File: src/rtl/jt5205_player.sv
`default_nettype none
// ============================================================================
// Module   : jt5205_player
// Purpose  : ADPCM sample sequencer for the JT5205 decoder. Fetches bytes
//            from ROM over an inclusive, wrap-around address range, keeps a
//            two-byte buffer (cur + buf), and presents one nibble on each
//            sample strobe. Drives the decoder reset and reports busy, done
//            and a sticky underrun flag.
// Revision : 1.0  initial release
// ============================================================================
module jt5205_player #(
   parameter int AW       = 16,
   parameter bit HI_FIRST = 1'b1
) (
   input  logic          rst_n,
   input  logic          clk,
   input  logic          start,
   input  logic          stop,
   input  logic [AW-1:0] start_addr,
   input  logic [AW-1:0] end_addr,
   input  logic          sample_cen,
   output logic [AW-1:0] rom_addr,
   output logic          rom_cs,
   input  logic [7:0]    rom_data,
   input  logic          rom_ok,
   output logic [3:0]    din,
   output logic          dec_rst,
   output logic          busy,
   output logic          done,
   output logic          underrun
);

   typedef enum logic [1:0] {
      ST_IDLE  = 2'd0,
      ST_PRIME = 2'd1,
      ST_PLAY  = 2'd2,
      ST_DRAIN = 2'd3
   } state_t;

   localparam logic [AW-1:0] C_ADDR_ONE = {{(AW-1){1'b0}}, 1'b1};

   state_t        state_q,    state_d;
   logic [AW-1:0] addr_q,     addr_d;
   logic [AW-1:0] end_q,      end_d;
   logic          cs_q,       cs_d;
   logic [7:0]    cur_q,      cur_d;
   logic          cur_vld_q,  cur_vld_d;
   logic [7:0]    buf_q,      buf_d;
   logic          buf_vld_q,  buf_vld_d;
   logic          nib_q,      nib_d;      // 0: next nibble is the first of cur
   logic [3:0]    din_q,      din_d;
   logic          dec_rst_q,  dec_rst_d;
   logic          busy_q,     busy_d;
   logic          done_q,     done_d;
   logic          underrun_q, underrun_d;

   logic          accept;      // ROM byte handed over this cycle
   logic          byte_taken;  // accepted byte already routed by the strobe path
   logic          last_byte;   // the request in flight is for the final address
   logic [3:0]    cur_nib;

   // Nibble of cur that the next strobe will present
   always_comb begin
      cur_nib = ((nib_q == 1'b0) == HI_FIRST) ? cur_q[7:4] : cur_q[3:0];
   end

   // Next-state, datapath and output computation for the sequencer
   always_comb begin
      state_d    = state_q;
      addr_d     = addr_q;
      end_d      = end_q;
      cs_d       = cs_q;
      cur_d      = cur_q;
      cur_vld_d  = cur_vld_q;
      buf_d      = buf_q;
      buf_vld_d  = buf_vld_q;
      nib_d      = nib_q;
      din_d      = din_q;
      dec_rst_d  = dec_rst_q;
      busy_d     = busy_q;
      done_d     = 1'b0;
      underrun_d = underrun_q;
      byte_taken = 1'b0;
      accept     = cs_q && rom_ok;
      last_byte  = (addr_q == end_q);

      if (stop) begin
         // Abort wins over everything, including a simultaneous start;
         // any rom_ok in this cycle is dropped with the request.
         state_d   = ST_IDLE;
         cs_d      = 1'b0;
         dec_rst_d = 1'b1;
         busy_d    = 1'b0;
         din_d     = 4'd0;
         cur_vld_d = 1'b0;
         buf_vld_d = 1'b0;
         nib_d     = 1'b0;
      end else if (start) begin
         // (Re)start: abandon any fetch in flight, first request next cycle
         state_d    = ST_PRIME;
         addr_d     = start_addr;
         end_d      = end_addr;
         cs_d       = 1'b0;
         cur_vld_d  = 1'b0;
         buf_vld_d  = 1'b0;
         nib_d      = 1'b0;
         din_d      = 4'd0;
         dec_rst_d  = 1'b1;
         busy_d     = 1'b1;
         underrun_d = 1'b0;
      end else begin
         case (state_q)
            ST_PRIME: begin
               if (accept) begin
                  cur_d     = rom_data;
                  cur_vld_d = 1'b1;
                  nib_d     = 1'b0;
                  dec_rst_d = 1'b0;
                  cs_d      = 1'b0;
                  if (last_byte) begin
                     state_d = ST_DRAIN;
                  end else begin
                     addr_d  = addr_q + C_ADDR_ONE;
                     state_d = ST_PLAY;
                  end
               end else begin
                  cs_d = 1'b1;
               end
            end

            ST_PLAY, ST_DRAIN: begin
               if (sample_cen) begin
                  if (cur_vld_q) begin
                     din_d = cur_nib;
                     nib_d = ~nib_q;
                     if (nib_q) begin
                        // Second nibble out: refill cur from buf, or straight
                        // from the ROM if the byte lands right now.
                        if (buf_vld_q) begin
                           cur_d     = buf_q;
                           buf_vld_d = 1'b0;
                        end else if (accept) begin
                           cur_d      = rom_data;
                           byte_taken = 1'b1;
                        end else begin
                           cur_vld_d = 1'b0;
                        end
                     end
                  end else if (state_q == ST_DRAIN) begin
                     // Everything fetched and played: natural end
                     state_d   = ST_IDLE;
                     done_d    = 1'b1;
                     busy_d    = 1'b0;
                     dec_rst_d = 1'b1;
                     din_d     = 4'd0;
                  end else begin
                     underrun_d = 1'b1;
                     din_d      = 4'd0;
                  end
               end

               if (accept) begin
                  cs_d = 1'b0;
                  if (!byte_taken) begin
                     // After an underrun cur is empty and the byte restarts
                     // playback from its first nibble.
                     if (!cur_vld_d) begin
                        cur_d     = rom_data;
                        cur_vld_d = 1'b1;
                        nib_d     = 1'b0;
                     end else begin
                        buf_d     = rom_data;
                        buf_vld_d = 1'b1;
                     end
                  end
                  if (last_byte) begin
                     state_d = ST_DRAIN;
                  end else begin
                     addr_d = addr_q + C_ADDR_ONE;
                  end
               end else if ((state_q == ST_PLAY) && !cs_q && !buf_vld_q) begin
                  cs_d = 1'b1;
               end
            end

            default: begin
               cs_d = 1'b0;
            end
         endcase
      end
   end

   // State and datapath registers with asynchronous reset
   always_ff @(posedge clk or negedge rst_n) begin
      if (!rst_n) begin
         state_q    <= ST_IDLE;
         addr_q     <= '0;
         end_q      <= '0;
         cs_q       <= 1'b0;
         cur_q      <= 8'd0;
         cur_vld_q  <= 1'b0;
         buf_q      <= 8'd0;
         buf_vld_q  <= 1'b0;
         nib_q      <= 1'b0;
         din_q      <= 4'd0;
         dec_rst_q  <= 1'b1;
         busy_q     <= 1'b0;
         done_q     <= 1'b0;
         underrun_q <= 1'b0;
      end else begin
         state_q    <= state_d;
         addr_q     <= addr_d;
         end_q      <= end_d;
         cs_q       <= cs_d;
         cur_q      <= cur_d;
         cur_vld_q  <= cur_vld_d;
         buf_q      <= buf_d;
         buf_vld_q  <= buf_vld_d;
         nib_q      <= nib_d;
         din_q      <= din_d;
         dec_rst_q  <= dec_rst_d;
         busy_q     <= busy_d;
         done_q     <= done_d;
         underrun_q <= underrun_d;
      end
   end

   assign rom_addr = addr_q;
   assign rom_cs   = cs_q;
   assign din      = din_q;
   assign dec_rst  = dec_rst_q;
   assign busy     = busy_q;
   assign done     = done_q;
   assign underrun = underrun_q;

endmodule
`default_nettype wire
File: config.mk
export PLATFORM = sky130hd
export DESIGN_NAME = jt5205_player
export DESIGN_NICKNAME = d
export VERILOG_FILES = /design/src/rtl/jt5205_player.sv
export SDC_FILE = /design/constraint.sdc
export NUM_CORES = 1
export LEC_CHECK = 0
export CORE_MARGIN = 8
export CORE_UTILIZATION = 54
export CTS_BUF_LIST = sky130_fd_sc_hd__clkbuf_16
export DETAILED_ROUTE_END_ITERATION = 16
export PLACE_DENSITY_LB_ADDON = 0.25
export SYNTH_ARGS = -nofsm -noshare
export SYNTH_HDL_FRONTEND = slang
export SYNTH_SLANG_ARGS = --single-unit
File: constraint.sdc
create_clock -name clk -period 4.7 [get_ports clk]
set_clock_uncertainty 0.15 [all_clocks]
set_input_delay 0.47 -clock clk [delete_from_list [all_inputs] [get_ports clk]]
set_output_delay 0.47 -clock clk [all_outputs]
set_load 0.1 [all_outputs]
### Yosys cells after proc, flatten, opt, wreduce, memory -nomap -nowiden

Index checks and enable logic that the tools add are counted.

* add/subtract/negate cells: 1
* equality and inequality tests: 13
* mux-type cells: 97
* bitwise gates (word level): 4
* reduce and logical (&&, ||, !) cells: 25

Operators with widths (number)
* two-way mux 1 bit: 65
* two-way mux 16 bit: 4
* two-way mux 8 bit: 8
* two-way mux 4 bit: 6
* adder 16 x 1 -> 16 bit, second input constant: 1
* == test 16 bit: 1
* two-way mux 2 bit: 8
* != test 4 bit, second input constant: 4
* one-hot mux 8 bit (2 select lines): 1
* AND reduction 5 bit: 2
* nonzero test 2 bit: 5
* nonzero test 3 bit: 3
* one-hot mux 1 bit (2 select lines): 4
* AND reduction 4 bit: 2
* != test 2 bit, second input constant: 3
* AND reduction 2 bit: 3
* AND reduction 6 bit: 1
* != test 5 bit, second input constant: 1
* == test 2 bit, second input constant: 2
* NOT 1 bit: 4
* one-hot mux 2 bit (2 select lines): 1
* nonzero test 4 bit: 1
* logical AND 1 bit: 3
* != test 3 bit, second input constant: 1
* other kinds (5): 6

* flip-flop bits (word level): 62
* input port bits: 46
* word-level logic and storage cells: 154

### Depth between registers and ports, before layout

* depth after elaboration: 15
* depth in mapped cells: 7
* gate-level depth less buffers: 5

### Worst setup path before layout

Ideal clock, no wire load.

* path kind: reg-to-reg
* start: reg addr_q[6], in the netlist rom_addr[6]
* end: reg addr_q[0], in the netlist rom_addr[0]
* library setup time: 0.126 ns
* data arrival time: 2.269 ns
* data required time: 4.424 ns
* setup slack: 2.155 ns
* cell stages (with the launch flop): 7
* path buffers: 1
* cells stage by stage: dfrtp_1 buf_2 xor2_1 nor4_2 nand4_2 o21ai_1 mux2_2

* cells in the longest elaborated chain, start to end: 3

RTL lines
* start: declaration: line 43 `logic [AW-1:0] addr_q, addr_d;`
* start signal: assignment: line 212 `addr_q <= addr_d;`
* == test 16 bit: line 85 `last_byte = (addr_q == end_q);`
* != test 2 bit (no line)
* AND reduction 4 bit (no line)

Every way passes these cells.
A chain may end at the register's enable or synchronous reset.

### Worst setup path after layout

* start: reg addr_q[4], in the netlist rom_addr[4]
* end: out rom_addr[4]

RTL lines
* end: declaration: line 22 `output logic [AW-1:0] rom_addr,`

No word-level cell between the ends.

==> summary.md <==
| Metric | Value |
|---|---|
| Status | `finished, final reports clean` |
| Count of pins over their slew limit | `0` |
| Relative slew slack | `33.9%` |
| Clock insertion delay at the later pin of the skew report | `0.33 ns` |
| Site Rows | `29` |
| Global-route wire length before repair | `15.8 mm` |
| Worst stage delay on the critical path | `1.21 ns` |
| Complex-gate fraction of the synthesized area | `16.1%` |
| Flop pwr share | `36.2%` |
| P per Cell Area | `405 nW/um^2` |
| Fraction of final layout cells with drive strength greater than 1 | `9.44%` |
| GR Util All Layers | `22.5%` |
| Worst Setup Start Kind | `flop` |
| Post-Syn Nets | `425` |
| Number of antenna violations at the first check in global routing | `0` |
| Final critical-path required period | `2.74 ns` |
| Internal Power | `1.18 mW` |
| Cells along the critical path | `clkdlybuf4s50_1` |
| TritonCTS clock tree | `yes` |
| Worst-case clock buffer depth | `2` |
| Worst Tran Pin Value | `0.988 ns` |
| Switching share of power | `33.9%` |
| Prevailing post-synth register cell | `sky130_fd_sc_hd__dfrtp_1` |
| Total DRC errors in the routed layout | `0` |
| Synthesized-area fraction occupied by adder cells | `0.369%` |
| Signed area change from the synthesized netlist to the final layout | `30.3%` |
| Count of buffers from port buffering | `70` |
| Post-synth EDFFs | `0` |
| Type of destination of the critical path | `output port` |
| Switching Power | `0.607 mW` |
| Multiplexer share of the synthesized area | `5.16%` |
| Core area | `6200 sq um` |
| Combinational family with the most area after synthesis | `simple AND/OR/NAND/NOR gates` |
| Detailed router's first-iteration violation count | `237` |
| Clock buffer count from CTS | `9` |
| Simple-gate portion of the synthesized area | `24.5%` |
| Post-CTS setup-driven buffer insertion count | `0` |
| Post-Synth XOR/XNOR Area | `4.39%` |
| Crit path max-delay family | `buffers and inverters` |
| Share of total power in combinational logic | `25.1%` |
| Average footprint of a synthesized cell | `8.98 sq um` |
| Count of state elements after synthesis | `62` |
| Number of endpoints failing setup at the final stage | `0` |
| Number of antenna repair diodes | `0` |
| Hold-fix buffers at CTS | `0` |
| Clock slew seen by the registers of the worst setup and hold paths | `0.05 ns` |
| Finished Core Util | `71.3%` |
| Number of buffer and inverter stages on the critical path | `1` |
| H-Tree Depth | `3` |
| Router iterations before antenna repair | `5` |
| Final RePlAce weighted congestion | `0.912` |
| Via total after detailed routing | `3160` |
| Setup repair after global routing missed its margin | `false` |
| CTS Root Buffer Type | `sky130_fd_sc_hd__clkbuf_16` |
| Startpoint-to-endpoint class of the critical path | `reg2out` |
| Horizontal die dimension | `95.3 um` |
| Largest fanout on the critical path | `8` |
| Post-CTS sizing | `0` |
| Portion of the post-synthesis area used by sequential elements | `45.7%` |
| Max Freq | `365 MHz` |
| Final net count | `487` |
| Routed wirelength normalized by instance count | `18.2 um` |
| # IOs | `71` |
| Effective utilization at floorplan | `54.7%` |
| Via count of the first global-routing pass | `3222` |
| CP Data Required Time | `4.08 ns` |
| Data arrival at the endpoint of the critical path | `2.12 ns` |
| Post-synthesis async set-or-reset flop share | `100%` |
| Maximum number of pins on one net before global-route repair | `63` |
| HPWL after detailed placement | `6.77 mm` |
| Final Hold Violating Endpoints | `0` |
| Height of the chip | `95.3 um` |
| Mapped Area | `3390 sq um` |
| Number of clock sinks | `62` |
| Pleak | `1.92 nW` |
| Number of distinct library cell variants in the gate-level netlist after synthesis | `56` |
| Master of the slowest instance on the critical path | `sky130_fd_sc_hd__clkdlybuf4s50_1` |
| Antenna-violating nets left | `0` |
| Maximum vdd ir drop | `0.290 mV` |
| Post-Route WL | `9.50 mm` |
| Post-Syn Instances | `378` |
| Period Utilization, post-route | `58.4%` |
| Global-route congestion overflow total | `0` |
| Syn. warnings | `0` |
| Power share of the clock group | `38.7%` |
| Die area | `9080 sq um` |
| Final setup TNS | `0 ns` |
| Number of maximum-capacitance violations | `0` |
| DR vias/cell | `6.05` |
| Worst hold path type | `in2async` |
[state kept, by name, summed over array words and instances, names as in the netlist]
signal	count
busy	1
dec_rst	1
end_q	16
buf_vld_q	1
state_q	2
rom_cs	1
rom_addr	16
done	1
cur_vld_q	1
din	4
underrun	1
buf_q	8
cur_q	8
nib_q	1
[final timing paths]
| check | startpoint | endpoint | slack (ns) | depth (start not counted) |
|---|---|---|---|---|
| worst max register to register | rom_addr[4] | rom_addr[1] | 1.99 | 5 |
| worst max-delay path | rom_addr[4] | rom_addr[4] | 1.96 | 1 |
| min in group clk | din[0] | din[0] | 0.34 | 2 |
| max in group asynchronous | rst_n | end_q[7] | 3.74 | 2 |
| worst min register to register | din[0] | din[0] | 0.34 | 2 |
| worst min-delay path | rst_n | din[1] | 0.15 | 2 |
[cells in the final DEF, fill, tap and decap left out, types with 3 or more instances in the layout]
master / count
sky130_fd_sc_hd__nand3_1: 18
sky130_fd_sc_hd__o22ai_1: 8
sky130_fd_sc_hd__a311oi_1: 7
sky130_fd_sc_hd__a211oi_1: 3
sky130_fd_sc_hd__nor2_2: 3
sky130_fd_sc_hd__xor2_1: 17
sky130_fd_sc_hd__buf_4: 4
sky130_fd_sc_hd__dfrtp_1: 61
sky130_fd_sc_hd__o21ai_0: 16
sky130_fd_sc_hd__nand4_1: 3
sky130_fd_sc_hd__nor2b_1: 4
sky130_fd_sc_hd__nor2_1: 37
sky130_fd_sc_hd__nor4_2: 3
sky130_fd_sc_hd__mux2_2: 11
sky130_fd_sc_hd__a31oi_1: 6
sky130_fd_sc_hd__and3_1: 6
sky130_fd_sc_hd__a21oi_1: 12
sky130_fd_sc_hd__o31ai_1: 3
sky130_fd_sc_hd__a222oi_1: 3
sky130_fd_sc_hd__clkdlybuf4s50_1: 69
sky130_fd_sc_hd__mux2i_1: 4
sky130_fd_sc_hd__nor4_1: 3
sky130_fd_sc_hd__clkbuf_16: 9
sky130_fd_sc_hd__nor3_1: 12
sky130_fd_sc_hd__inv_1: 5
sky130_fd_sc_hd__nand2_1: 76
[cells by family after synthesis]
| group | count (synthesis) |
|---|---|
| xor gates and xnor gates | 17 |
| adders and majority gates | 1 |
| buffers and inverters | 28 |
| AOI/OAI and AO/OA | 78 |
| and+or+nand+nor | 176 |
| muxes | 16 |
| DFF | 62 |
[cell type report]
class | instances | area (sq um)
Multi-Input combinational cell | 288 | 1720
Sequential cell | 62 | 1550
Fill cell | 478 | 1780
Clock buffer | 9 | 225
Timing Repair Buffer | 74 | 726
Tap cell | 77 | 96.3
Clock inverter | 7 | 88.8
Inverter | 5 | 18.8
[power groups by stage]
stage,combinational [mW],clock (mW),sequential (mW)
after global routing,0.479,0.725,0.657
final,0.449,0.693,0.649
after global placement,0.443,0,0.653
after detailed placement,0.449,0,0.655
after floorplan,0.154,0,0.802
after CTS,0.452,0.698,0.648
[per-layer routing]
metal	up-vias	GRT usage, %	share of wire, %
met2	138	35.4	48
met3	34	4.65	7.1
li1	1484	-	-
met5	-	0	0
met1	1504	28.0	41
met4	0	13.1	3.2
[metrics by stage]
step	std cells	hold WS, ns	area [sq um]	setup WS [ns]	total power [mW]
final	522	0.147	4420	1.96	1.79
after global routing	522	0.246	4420	1.86	1.86
after CTS	522	0.190	4420	1.98	1.80
after detailed placement	506	0.330	4110	1.92	1.10
after global placement	506	0.314	4110	1.96	1.10
after floorplan	378	0.0244	3390	2.15	0.956
[cell usage after synthesis, drive strengths merged, types with 3 or more instances]
library cell / n / area (sq um)
a211oi: 3 / 22.5
a21oi: 12 / 60.1
a222oi: 3 / 30.0
a311oi: 7 / 61.3
a31oi: 6 / 37.5
and3: 7 / 45.1
buf: 17 / 87.6
clkbuf: 6 / 22.5
dfrtp: 61 / 1530
inv: 5 / 18.8
mux2: 12 / 135
mux2i: 4 / 40.0
nand2: 76 / 285
nand3: 18 / 90.1
nand4: 4 / 31.3
nor2: 40 / 155
nor2b: 4 / 25.0
nor3: 12 / 60.1
nor4: 7 / 77.6
o21ai: 18 / 90.1
o22ai: 8 / 50.1
o31ai: 3 / 22.5
xor2: 17 / 149
(Power assumes the default switching activity.)
